==> src/rtl/ntt_stage_scheduler.sv <==
// NTT control FSM: coefficient load, log2(N) butterfly stages, natural-order readout.
// Optional NTT_STALL_CNT_EN adds a 16-bit fifo_full stall counter output.

module ntt_stage_scheduler #(
  parameter int N_LOG2 = 7,
  parameter int BF_LAT = 3
) (
  input  logic              clk,
  input  logic              rst,
  input  logic              in_valid,
  input  logic              fifo_full,
  output logic              busy,
  output logic              ld_we,
  output logic [N_LOG2-1:0] ld_addr,
  output logic              bf_valid,
  output logic [N_LOG2-1:0] bf_addr_a,
  output logic [N_LOG2-1:0] bf_addr_b,
  output logic [N_LOG2-1:0] bf_tw_idx,
  output logic              rd_en,
  output logic [N_LOG2-1:0] rd_addr,
  output logic              out_valid,
  output logic              done
`ifdef NTT_STALL_CNT_EN
  ,
  output logic [15:0]       stall_cnt
`endif
);

  localparam int CW = N_LOG2 + 1;
  localparam int DW = (BF_LAT > 1) ? $clog2(BF_LAT) : 1;

  localparam logic [CW-1:0] ONE    = CW'(1);
  localparam logic [CW-1:0] N_LAST = CW'((1 << N_LOG2) - 1);
  localparam logic [CW-1:0] HALF   = CW'(1 << (N_LOG2 - 1));
  localparam logic [CW-1:0] H_LAST = CW'((1 << (N_LOG2 - 1)) - 1);
  localparam logic [DW-1:0] D_LAST = DW'(BF_LAT - 1);
  localparam logic [DW-1:0] D_ONE  = DW'(1);

  typedef enum logic [2:0] {
    S_IDLE,
    S_LOAD,
    S_CALC,
    S_DRAIN,
    S_OUT,
    S_FIN
  } state_t;

  state_t state;
  state_t state_nx;

  logic [CW-1:0] cnt;
  logic [CW-1:0] len;
  logic [CW-1:0] k;
  logic [CW-1:0] start;
  logic [CW-1:0] j;
  logic [CW-1:0] bcnt;
  logic [DW-1:0] dcnt;

  logic          grp_end;
  logic [CW-1:0] start_nx;

  assign grp_end  = (j == start + len - ONE);
  assign start_nx = start + (len << 1);

  always_ff @(posedge clk) begin
    if (rst) state <= S_IDLE;
    else     state <= state_nx;
  end

  // Strobes are combinational, so reset must mask them in its own cycle.
  always_comb begin
    state_nx  = state;
    busy      = 1'b0;
    ld_we     = 1'b0;
    ld_addr   = '0;
    bf_valid  = 1'b0;
    bf_addr_a = '0;
    bf_addr_b = '0;
    bf_tw_idx = '0;
    rd_en     = 1'b0;
    rd_addr   = '0;
    if (!rst) begin
      busy = (state != S_IDLE);
      unique case (state)
        S_IDLE: begin
          if (in_valid) begin
            ld_we    = 1'b1;
            state_nx = S_LOAD;
          end
        end
        S_LOAD: begin
          if (in_valid) begin
            ld_we   = 1'b1;
            ld_addr = N_LOG2'(cnt);
            if (cnt == N_LAST) state_nx = S_CALC;
          end
        end
        S_CALC: begin
          bf_valid  = 1'b1;
          bf_addr_a = N_LOG2'(j);
          bf_addr_b = N_LOG2'(j + len);
          bf_tw_idx = N_LOG2'(k);
          if (bcnt == H_LAST) state_nx = S_DRAIN;
        end
        S_DRAIN: begin
          if (dcnt == D_LAST) begin
            state_nx = (len == ONE) ? S_OUT : S_CALC;
          end
        end
        S_OUT: begin
          if (!fifo_full) begin
            rd_en   = 1'b1;
            rd_addr = N_LOG2'(cnt);
            if (cnt == N_LAST) state_nx = S_FIN;
          end
        end
        S_FIN: state_nx = S_IDLE;
        default: state_nx = S_IDLE;
      endcase
    end
  end

  always_ff @(posedge clk) begin
    if (rst) begin
      cnt       <= '0;
      len       <= '0;
      k         <= '0;
      start     <= '0;
      j         <= '0;
      bcnt      <= '0;
      dcnt      <= '0;
      out_valid <= 1'b0;
      done      <= 1'b0;
    end else begin
      out_valid <= rd_en;
      done      <= rd_en && (cnt == N_LAST);
      unique case (state)
        S_IDLE: begin
          if (in_valid) cnt <= ONE;
        end
        S_LOAD: begin
          if (in_valid) begin
            if (cnt == N_LAST) begin
              cnt   <= '0;
              len   <= HALF;
              k     <= ONE;
              start <= '0;
              j     <= '0;
              bcnt  <= '0;
            end else begin
              cnt <= cnt + ONE;
            end
          end
        end
        S_CALC: begin
          if (bcnt == H_LAST) begin
            bcnt <= '0;
            dcnt <= '0;
          end else begin
            bcnt <= bcnt + ONE;
          end
          // Last butterfly of a group: hop to the next group, new twiddle.
          if (grp_end) begin
            start <= start_nx;
            j     <= start_nx;
            k     <= k + ONE;
          end else begin
            j <= j + ONE;
          end
        end
        S_DRAIN: begin
          if (dcnt == D_LAST) begin
            dcnt  <= '0;
            len   <= len >> 1;
            start <= '0;
            j     <= '0;
            if (len == ONE) cnt <= '0;
          end else begin
            dcnt <= dcnt + D_ONE;
          end
        end
        S_OUT: begin
          if (rd_en) cnt <= (cnt == N_LAST) ? '0 : cnt + ONE;
        end
        default: ;
      endcase
    end
  end

`ifdef NTT_STALL_CNT_EN
  always_ff @(posedge clk) begin
    if (rst) begin
      stall_cnt <= '0;
    end else if (state == S_IDLE && in_valid) begin
      stall_cnt <= '0;
    end else if (state == S_OUT && fifo_full &&
                 stall_cnt != 16'hFFFF) begin
      stall_cnt <= stall_cnt + 16'd1;
    end
  end
`endif

endmodule

==> config.mk <==
export PLATFORM = sky130hd
export DESIGN_NAME = ntt_stage_scheduler
export DESIGN_NICKNAME = d
export VERILOG_FILES = /design/src/rtl/ntt_stage_scheduler.sv
export SDC_FILE = /design/constraint.sdc
export NUM_CORES = 1
export LEC_CHECK = 0
export BUFFER_PORTS_ARGS = -buffer_cell sky130_fd_sc_hd__clkbuf_2
export CORE_AREA = 2 2 76 93
export DETAILED_ROUTE_END_ITERATION = 10
export DIE_AREA = 0 0 78 95
export PLACE_DENSITY = 0.79
export SYNTH_ARGS = -nofsm -noshare
export SYNTH_HDL_FRONTEND = slang
export SYNTH_SLANG_ARGS = --single-unit
==> constraint.sdc <==
create_clock -name clk -period 3.5 [get_ports clk]
set_input_delay 0.525 -clock clk [delete_from_list [all_inputs] [get_ports clk]]
set_output_delay 0.525 -clock clk [all_outputs]
set_load 0.02 [all_outputs]
==> impl_metrics.tcl, run 1 <==
set metrics [dict create \
    outcome "complete, no violations" \
    slew_viol_final 0 \
    async_reset_ff_frac 0 \
    yosys.area_share.simple 0.2880 \
    first_global_vias 3220 \
    ir_drop_uv 202.0 \
    finalSetupViolCount 0 \
    grt_antenna_before_repair 0 \
    r2r_cells 14 \
    hold_buffers 0 \
    setup_tns_ps 0 \
    p_leak_uw 0.001764 \
    synth_edf_count 0 \
    maxCapViolCount 0 \
    ys_seq_area_frac 0.2789 \
    r2r-start "len[1]" \
    synth_top_area_share 0.2789 \
    die_h_um 95 \
    yosysTopAreaCell "dfxtp_1" \
    syn_area_um2 3732 \
    holdPathStages 2 \
    clk_path_buf_depth 2 \
    htreeDepth 2 \
    post-dp-hpwl_um 6931 \
    crit_type "reg2reg" \
    grt_overflow 0 \
    hold_viol_final 0 \
    routed_wl_um 9179 \
    routabilityCongestion 0.9001 \
    skew_ps 12.98 \
    finalCritPeriodShare 0.9368 \
    timing.slew.headroom 0.3207 \
    drc 0 \
    synth_nets 509 \
    synth_cells 474 \
    cts_resized 0 \
    io_pins 45 \
    ant_nets 0 \
    ys_warn_count 0 \
    synth_top_family_by_area "simple AND/OR/NAND/NOR gates" \
    min_from "fifo_full" \
    grt_pass1_wl_um 15380 \
    dieArea_um2 7410 \
    startpoint "len[1]" \
    max_freq_mhz 305.0 \
    fillers 593 \
    cts_root_buffer "clkbuf_8" \
    cellPowerDensity_nw_per_um2 291.3 \
    multiInputGateArea_um2 2462 \
    synth_cell_types 58 \
    cts_tree "yes" \
    arrival_ps 3530 \
    cts.clk_slew.worst_paths_ps 100 \
    grt_start_max_net_pins 26 \
    initial_utilization 0.5650 \
    hp-class "in2reg" \
    clock-sinks 52 \
    clk_latency_ps 310 \
    synth_ff_type "dfxtp_1" \
    mostFrequentLayoutCell "nor2_1" \
    post-route-min-period_ps 3279 \
    portBuffers 44 \
    holdWs_ps 455.1 \
    insertedDiodeCount 0 \
    muxShareOfSynthArea 0.008046 \
    final_cell_mix "nor2_1, dfxtp_1, clkbuf_2" \
    syn_area_per_cell_um2 7.874 \
    synthTopCellsByArea "dfxtp_1, ha_1, nor2_1" \
    nNetsFinal 547 \
    dr.pass1.iters 5 \
    post_cts_buffers 0 \
    ys_ff_latch 52 \
    track_usage 0.2577 \
    wl_per_cell_um 15.30 \
    row_count 33 \
    drive_gt1_frac 0.1598 \
    cp.required_ps 3750 \
    synth_fa_ha_area_frac 0.1100 \
    worstPathMaxFanout 10 \
    coreArea_um2 6606 \
    synthToLayoutAreaGrowth_pct 10.36 \
    vias 3530 \
    worst_slew_pin_slew_ps 1010 \
    via_per_inst 5.883 \
    rsz0062_at_grt "no" \
    synth_compound_area_frac 0.1820 \
    die_w_um 78 \
    final-seq-area_um2 1042 \
    cp-start-kind "register" \
    synth_xor_area_frac 0.07040 \
    cts_buffers 5 \
    drt_first_iter_violations 289 \
    crit_path_end_kind "register" \
]
[synthesized netlist by cell type (11+ instances only)]
master    instances
and2_1           17
nand2_1          28
inv_1            32
ha_1             28
a21oi_1          28
dfxtp_1          52
nand3_1          20
xnor2_1          21
nor3_1           11
nor2_1           53
clkbuf_1         14
o21ai_0          14
and3_1           16
[through the flow]
stage / utilization / instance area [µm²] / instances / setup slack [ps] / power, µW
2_1_floorplan: - / 3732 / 474 / 483.8 / 801.7
3_3_place_gp: 0.6089 / 4023 / 592 / 334.9 / 849.7
3_5_place_dp: 0.6089 / 4023 / 592 / 214.8 / 855.2
4_1_cts: 0.6225 / 4113 / 600 / 145.4 / 1202
5_1_grt: 0.6235 / 4119 / 600 / 42.08 / 1254
6_report: 0.6235 / 4119 / 600 / 221.1 / 1200
[worst paths after layout]
path / end / slack (ps)
setup reg to reg: j[6] / 220
setup / recovery: j[6] / 220
hold reg to reg: cnt[7] / 510
hold / removal: out_valid / 460
[critical path, stage by stage, from the launching register on]
cell and delay [ps]:
dfxtp_2 410, inv_1 110, ha_1 300, inv_1 60, ha_1 150, inv_1 50
fa_1 390, nand2b_1 160, a21oi_1 200, a31oi_1 170, xnor2_1 340, nand3_2 200
buf_4 230, or3_1 370, nand3_1 80
[routing by layer]
layer / vias up / GRT usage / wire (µm)
met5: - / 0 / 0
met4: 0 / 0.1272 / 346
met3: 33 / 0.03824 / 397
met2: 121 / 0.4318 / 4440
met1: 1625 / 0.3243 / 3995
li1: 1751 / - / -
[registers in the layout, summed over array words and instances (netlist names)]
name and cells:
state 3, k 7, j 8, bcnt 8, dcnt 2, len 7
out_valid 1, done 1, cnt 8, start 7
[logic make-up (layout without fill, tap and decap cells)]
group / after synthesis / in the layout
fa+ha+maj: 31 / 31
flops: 52 / 52
compound gates: 101 / 101
xor+xnor: 30 / 30
mux: 3 / 3
simple gates: 202 / 202
buf+inv: 55 / 94
[area by class of cell]
cell class                      instances  share of cell area
Multi-Input combinational cell        367              0.5978
Sequential cell                        52              0.2530
Timing Repair Buffer                   54             0.07169
Inverter                               32             0.02916
Tap cell                               87             0.02643
Clock buffer                            5             0.01671
Clock inverter                          3            0.005164
[power breakdown]
group / internal [µW] / total, µW / switching, µW
registers: 605 / 631 / 26.2
logic: 72.1 / 214 / 142
clock network: 142 / 354 / 212
total: 820 / 1200 / 380
Power figures use the tool's default switching activity.
==> run 2, diff against run 1 <==
- ABC_AREA: unset -> 1
- CORE_AREA: 2 2 76 93 -> 2 2 79 96
- DIE_AREA: 0 0 78 95 -> 0 0 81 98
==> impl_metrics.tcl, run 2 <==
set metrics [dict create \
    post-route-worst-setup-slack_ps 412.1 \
    worstPathCellList "inv_1, ha_1, inv_1, ha_1, inv_1, fa_1, inv_1, nand2_1, nand2_1, inv_1, nor2_1, nand4_1, nor2_1, nand2_2, nand2_2, nand3_2, nand2_1, inv_1, nor2_1" \
    finalCritPeriodShare 0.8822 \
    cts_root_buffer "clkbuf_8" \
    cellPowerDensity_nw_per_um2 609.6 \
    ant_nets 0 \
    synth_edf_count 0 \
    hold_viol_final 0 \
    ys_ff_latch 52 \
    nNetsFinal 722 \
    portBuffers 44 \
    clk_path_buf_depth 2 \
    routabilityCongestion 0.9714 \
    timing.slew.headroom 0.4942 \
    synth_cells 648 \
    cpMostUsedCell "inv_1" \
    worst_slew_pin_slew_ps 753.6 \
    reg_top3 "bcnt (8), cnt (8), j (8)" \
    holdWs_ps 449.9 \
    syn_area_um2 4076 \
    cts_buffers 5 \
    synth_nets 683 \
    die_w_um 81 \
    critPathMaxStageDelay_ps 460 \
    wl_per_cell_um 13.16 \
    grt_antenna_before_repair 0 \
    final_util 0.6306 \
    track_usage 0.2750 \
    dr.pass1.iters 5 \
    setup_tns_ps 0 \
    yosysTopAreaCell "dfxtp_1" \
    dieArea_um2 7938 \
    slew_viol_final 0 \
    synth_top_area_share 0.2554 \
    cp_slowest_cell "dfxtp_1" \
    worstPathMaxFanout 11 \
    grt_start_max_net_pins 26 \
    coreArea_um2 7062 \
    ys_seq_area_frac 0.2554 \
    synthToLayoutAreaGrowth_pct 9.239 \
    synth_ff_type "dfxtp_1" \
    cts_tree "yes" \
    crit_path_end_kind "register" \
    htreeDepth 2 \
    ys_top_cells_by_count "nand2_1, inv_1, nor2_1" \
    crit_buf_inv 6 \
    cp.required_ps 3760 \
    drt_first_iter_violations 216 \
    max_freq_mhz 323.8 \
    clk_latency_ps 320 \
    post-dp-hpwl_um 8040 \
    first_global_vias 4026 \
    grt_pass1_wl_um 17640 \
    arrival_ps 3340 \
    async_reset_ff_frac 0 \
    final_cell_mix "nand2_1, inv_1, nor2_1" \
    rsz0062_at_grt "no" \
    mostFrequentLayoutCell "nand2_1" \
    initial_utilization 0.5773 \
    crit_type "reg2reg" \
    drc 0 \
    hold_buffers 0 \
    pre_cts_ws_ps 308.0 \
    critical-path-top-delay-family "simple AND/OR/NAND/NOR gates" \
    cts.clk_slew.worst_paths_ps 100 \
    cp-start-kind "register" \
    via_per_inst 5.437 \
    die_h_um 98 \
    routed_wl_um 10240 \
    synthTopCellsByArea "dfxtp_1, nand2_1, inv_1" \
    maxCapViolCount 0 \
    grt_overflow 0 \
    skew_ps 11.39 \
    vias 4230 \
    ys_warn_count 0 \
    hp-class "in2reg" \
    post-route-min-period_ps 3088 \
    p_leak_uw 0.002187 \
    outcome "complete, no violations" \
    synth_most_common_cell "nand2_1" \
    synth_cell_types 43 \
    row_count 34 \
    ir_drop_uv 338.9 \
    drive_gt1_frac 0.1250 \
    io_pins 45 \
    insertedDiodeCount 0 \
    finalSetupViolCount 0 \
    clock-sinks 52 \
    syn_area_per_cell_um2 6.291 \
]
[run 2: changes by cell type after synthesis, sizes merged, moves of 14 or more]
| cell | previous run | this run |
|---|---|---|
| and3 | 17 | 0 |
| nand4 | 5 | 19 |
| nand2 | 28 | 157 |
| and2 | 17 | 0 |
| a21oi | 31 | 50 |
| inv | 32 | 116 |
| o21ai | 14 | 29 |
| nor2 | 53 | 77 |
| xnor2 | 21 | 6 |
| nand3 | 21 | 46 |
[run 2: cells by family (layout without fill, tap and decap cells)]
logic type,Yosys count,after routing,synth area share
fa+ha+maj,31,31,0.1007
compound gates,95,95,0.1360
simple gates,319,319,0.3432
flops,52,52,0.2554
buf+inv,134,174,0.1283
xor+xnor,17,17,0.03652
[run 2: final timing paths]
path,from,end,slack (ps),cells past startpoint
setup / recovery,len[1],k[1],410,19
hold reg to reg,bcnt[4],bcnt[4],490,2
hold / removal,fifo_full,out_valid,450,2
setup reg to reg,len[1],k[1],410,19
[run 2: final cells by class]
| type | instances | area [µm²] |
|---|---|---|
| fillers | 706 | 2609 |
| well taps | 90 | 112.6 |
| clock inverters | 3 | 21.27 |
| flip-flops and latches | 52 | 1041 |
| inverters | 118 | 444.2 |
| repair buffers | 48 | 250.2 |
| clock buffers | 5 | 68.82 |
| multi-input cells | 462 | 2515 |
[run 2: metal layers]
layer | global-route usage | up-vias | wire [µm]
li1 | - | 2146 | -
met1 | 0.3117 | 1928 | 4141
met2 | 0.4933 | 123 | 5227
met3 | 0.03512 | 33 | 391
met4 | 0.1369 | 0 | 474
met5 | 0 | - | 0
[run 2: worst register-to-register path: stages, from the launching register on]
cell and delay (ps):
dfxtp_1 460, inv_1 160, ha_1 310, inv_1 50
ha_1 150, inv_1 50, fa_1 450, inv_1 70
nand2_1 40, nand2_1 80, inv_1 40, nor2_1 110
nand4_1 100, nor2_1 140, nand2_2 140, nand2_2 230
nand3_2 200, nand2_1 110, inv_1 40, nor2_1 80
[run 2: metrics by stage]
step	cell area (µm²)	power (µW)	instances
floorplan	4076	2010	648
global placement	4360	2290	770
detailed placement	4360	2339	770
CTS	4451	2706	778
global route	4453	2990	778
finish	4453	2715	778
[run 2: report_power, final]
group          internal (µW)  switching [µW]
sequential               673            85.4
combinational            517            1080
clock                    143             222
total                   1330            1380
[run 2: timing repair]
action / 4_1_cts / 5_1_grt
endpoints found under the setup margin: 0 / 8
resized for setup: 0 / 1
setup buffers: 0 / 0
==> run 3, diff against run 2 <==
- RECOVER_POWER: unset -> 25
- REMOVE_ABC_BUFFERS: unset -> 1
- TNS_END_PERCENT: unset -> 10
==> impl_metrics.tcl, run 3 (synthesis gave the netlist of run 2 again) <==
set metrics [dict create \
    holdWs_ps 447.5 \
    netSwitchingPower_uw 1381 \
    portBuffers 44 \
    drt_first_iter_violations 232 \
    cts_buffers 5 \
    r2r-start "len[1]" \
    max_freq_mhz 322.9 \
    pre_cts_ws_ps 337.2 \
    grt_overflow 0 \
    grt_antenna_before_repair 0 \
    pwr-share-comb 0.569 \
    htreeDepth 2 \
    routed_wl_um 10420 \
    r2r_cells 19 \
    ant_nets 0 \
    stdcell_area_um2 4428 \
    dr.pass1.iters 5 \
    die_h_um 98 \
    worstPathMaxFanout 27 \
    clk_path_buf_depth 2 \
    p_leak_uw 0.002168 \
    cp.required_ps 2970 \
    hp-class "in2reg" \
    io_pins 45 \
    track_usage 0.2740 \
    pwr-share-clk 0.158 \
    setup_tns_ps 0 \
    r2r_slack_ps 420 \
    grt_start_max_net_pins 28 \
    cts_tree "yes" \
    rsz0062_at_grt "no" \
    initial_utilization 0.5773 \
    finalCritPeriodShare 0.8849 \
    dpl_cell_area_um2 4353 \
    cp-start-kind "input pin" \
    grt_pass1_wl_um 17600 \
    maxCapViolCount 0 \
    mostFrequentLayoutCell "nand2_1" \
    crit_path_end_kind "output port" \
    slew_viol_final 0 \
    first_global_vias 4040 \
    worst_slew_pin_slew_ps 1388 \
    clk_latency_ps 310 \
    skew_ps 10.96 \
    cts_root_buffer "clkbuf_8" \
    post-dp-hpwl_um 8107 \
    via_per_inst 5.515 \
    cellPowerDensity_nw_per_um2 625.6 \
    clock-sinks 52 \
    coreArea_um2 7062 \
    post-route-min-period_ps 3097 \
    hold_viol_final 0 \
    ir_drop_uv 478.5 \
    cts.clk_slew.worst_paths_ps 100 \
    r2r-end "j[3]" \
    die_w_um 81 \
    reg_top3 "bcnt (8), cnt (8), j (8)" \
    post-route-worst-setup-slack_ps 403.0 \
    seqPwrFrac 0.273 \
    nNetsFinal 721 \
    holdPathStages 2 \
    p_int_uw 1389 \
    min_from "fifo_full" \
    hold_buffers 0 \
    final_cell_mix "nand2_1, inv_1, nor2_1" \
    switching_share 0.4986 \
    dieArea_um2 7938 \
    vias 4285 \
    wl_per_cell_um 13.41 \
    drive_gt1_frac 0.1063 \
    crit_type "in2out" \
    synthToLayoutAreaGrowth_pct 8.625 \
    routabilityCongestion 0.8690 \
    timing.slew.headroom 0.07459 \
    arrival_ps 2570 \
    holdPathEnd "out_valid" \
    row_count 34 \
    insertedDiodeCount 0 \
    drc 0 \
    outcome "complete, no violations" \
    finalSetupViolCount 0 \
]
[run 3: cell types whose count changed in the layout (fill, tap and decap cells not counted), moves of 2 or more]
cell      previous run  this run
o21ai_1              5         1
clkbuf_2            44        41
inv_1              111       113
inv_2                5         3
o21ai_0             23        27
clkbuf_1             0         6
buf_4                4         0
[run 3: layer usage]
metal,GRT usage,vias to the layer above,wire length [µm]
met5,0,-,0
met4,0.1343,0,407
met3,0.03789,35,582
met2,0.4832,161,5195
met1,0.3173,1949,4236
li1,-,2140,-
[run 3: cell type report]
type	count	area [µm²]
Inverter	118	444.2
Timing Repair Buffer	47	227.7
Sequential cell	52	1041
Tap cell	90	112.6
Multi-Input combinational cell	462	2487
Fill cell	711	2634
Clock inverter	3	46.29
Clock buffer	5	68.82
[run 3: worst max path at each step]
stage            from          to  slack [ps]  cells after the start
2_1_floorplan  len[1]        k[1]         750                     18
3_3_place_gp   len[1]        k[2]         490                     19
3_5_place_dp   len[1]        k[4]         340                     19
4_1_cts        len[1]        k[4]         330                     19
5_1_grt        len[1]        k[1]          60                     19
6_report          rst  rd_addr[4]         400                      6
[run 3: repair_timing]
| item | in CTS | in global routing |
|---|---|---|
| setup endpoints to repair | 0 | 7 |
| buffers inserted | 0 | 0 |
| resized for setup | 0 | 1 |
[run 3: critical path: stages]
cell	delay [ps]
clkbuf_2	280
clkbuf_1	1050
nor3_1	250
inv_1	240
nor2_1	60
clkbuf_2	150
[run 3: metrics by stage]
| step | utilization | total power (µW) | cells |
|---|---|---|---|
| after floorplan | - | 1964 | 632 |
| after detailed placement | 0.6164 | 2333 | 769 |
| after global placement | 0.6164 | 2289 | 769 |
| after global routing | 0.6270 | 3015 | 777 |
| final | 0.6270 | 2770 | 777 |
| after CTS | 0.6327 | 2770 | 777 |
[run 3: power groups by stage]
stage / clock (µW) / sequential (µW) / combinational [µW]
5_1_grt: 464 / 767 / 1780
2_1_floorplan: 0 / 745 / 1220
4_1_cts: 437 / 757 / 1580
6_report: 436 / 757 / 1580
3_3_place_gp: 0 / 767 / 1520
3_5_place_dp: 0 / 770 / 1560
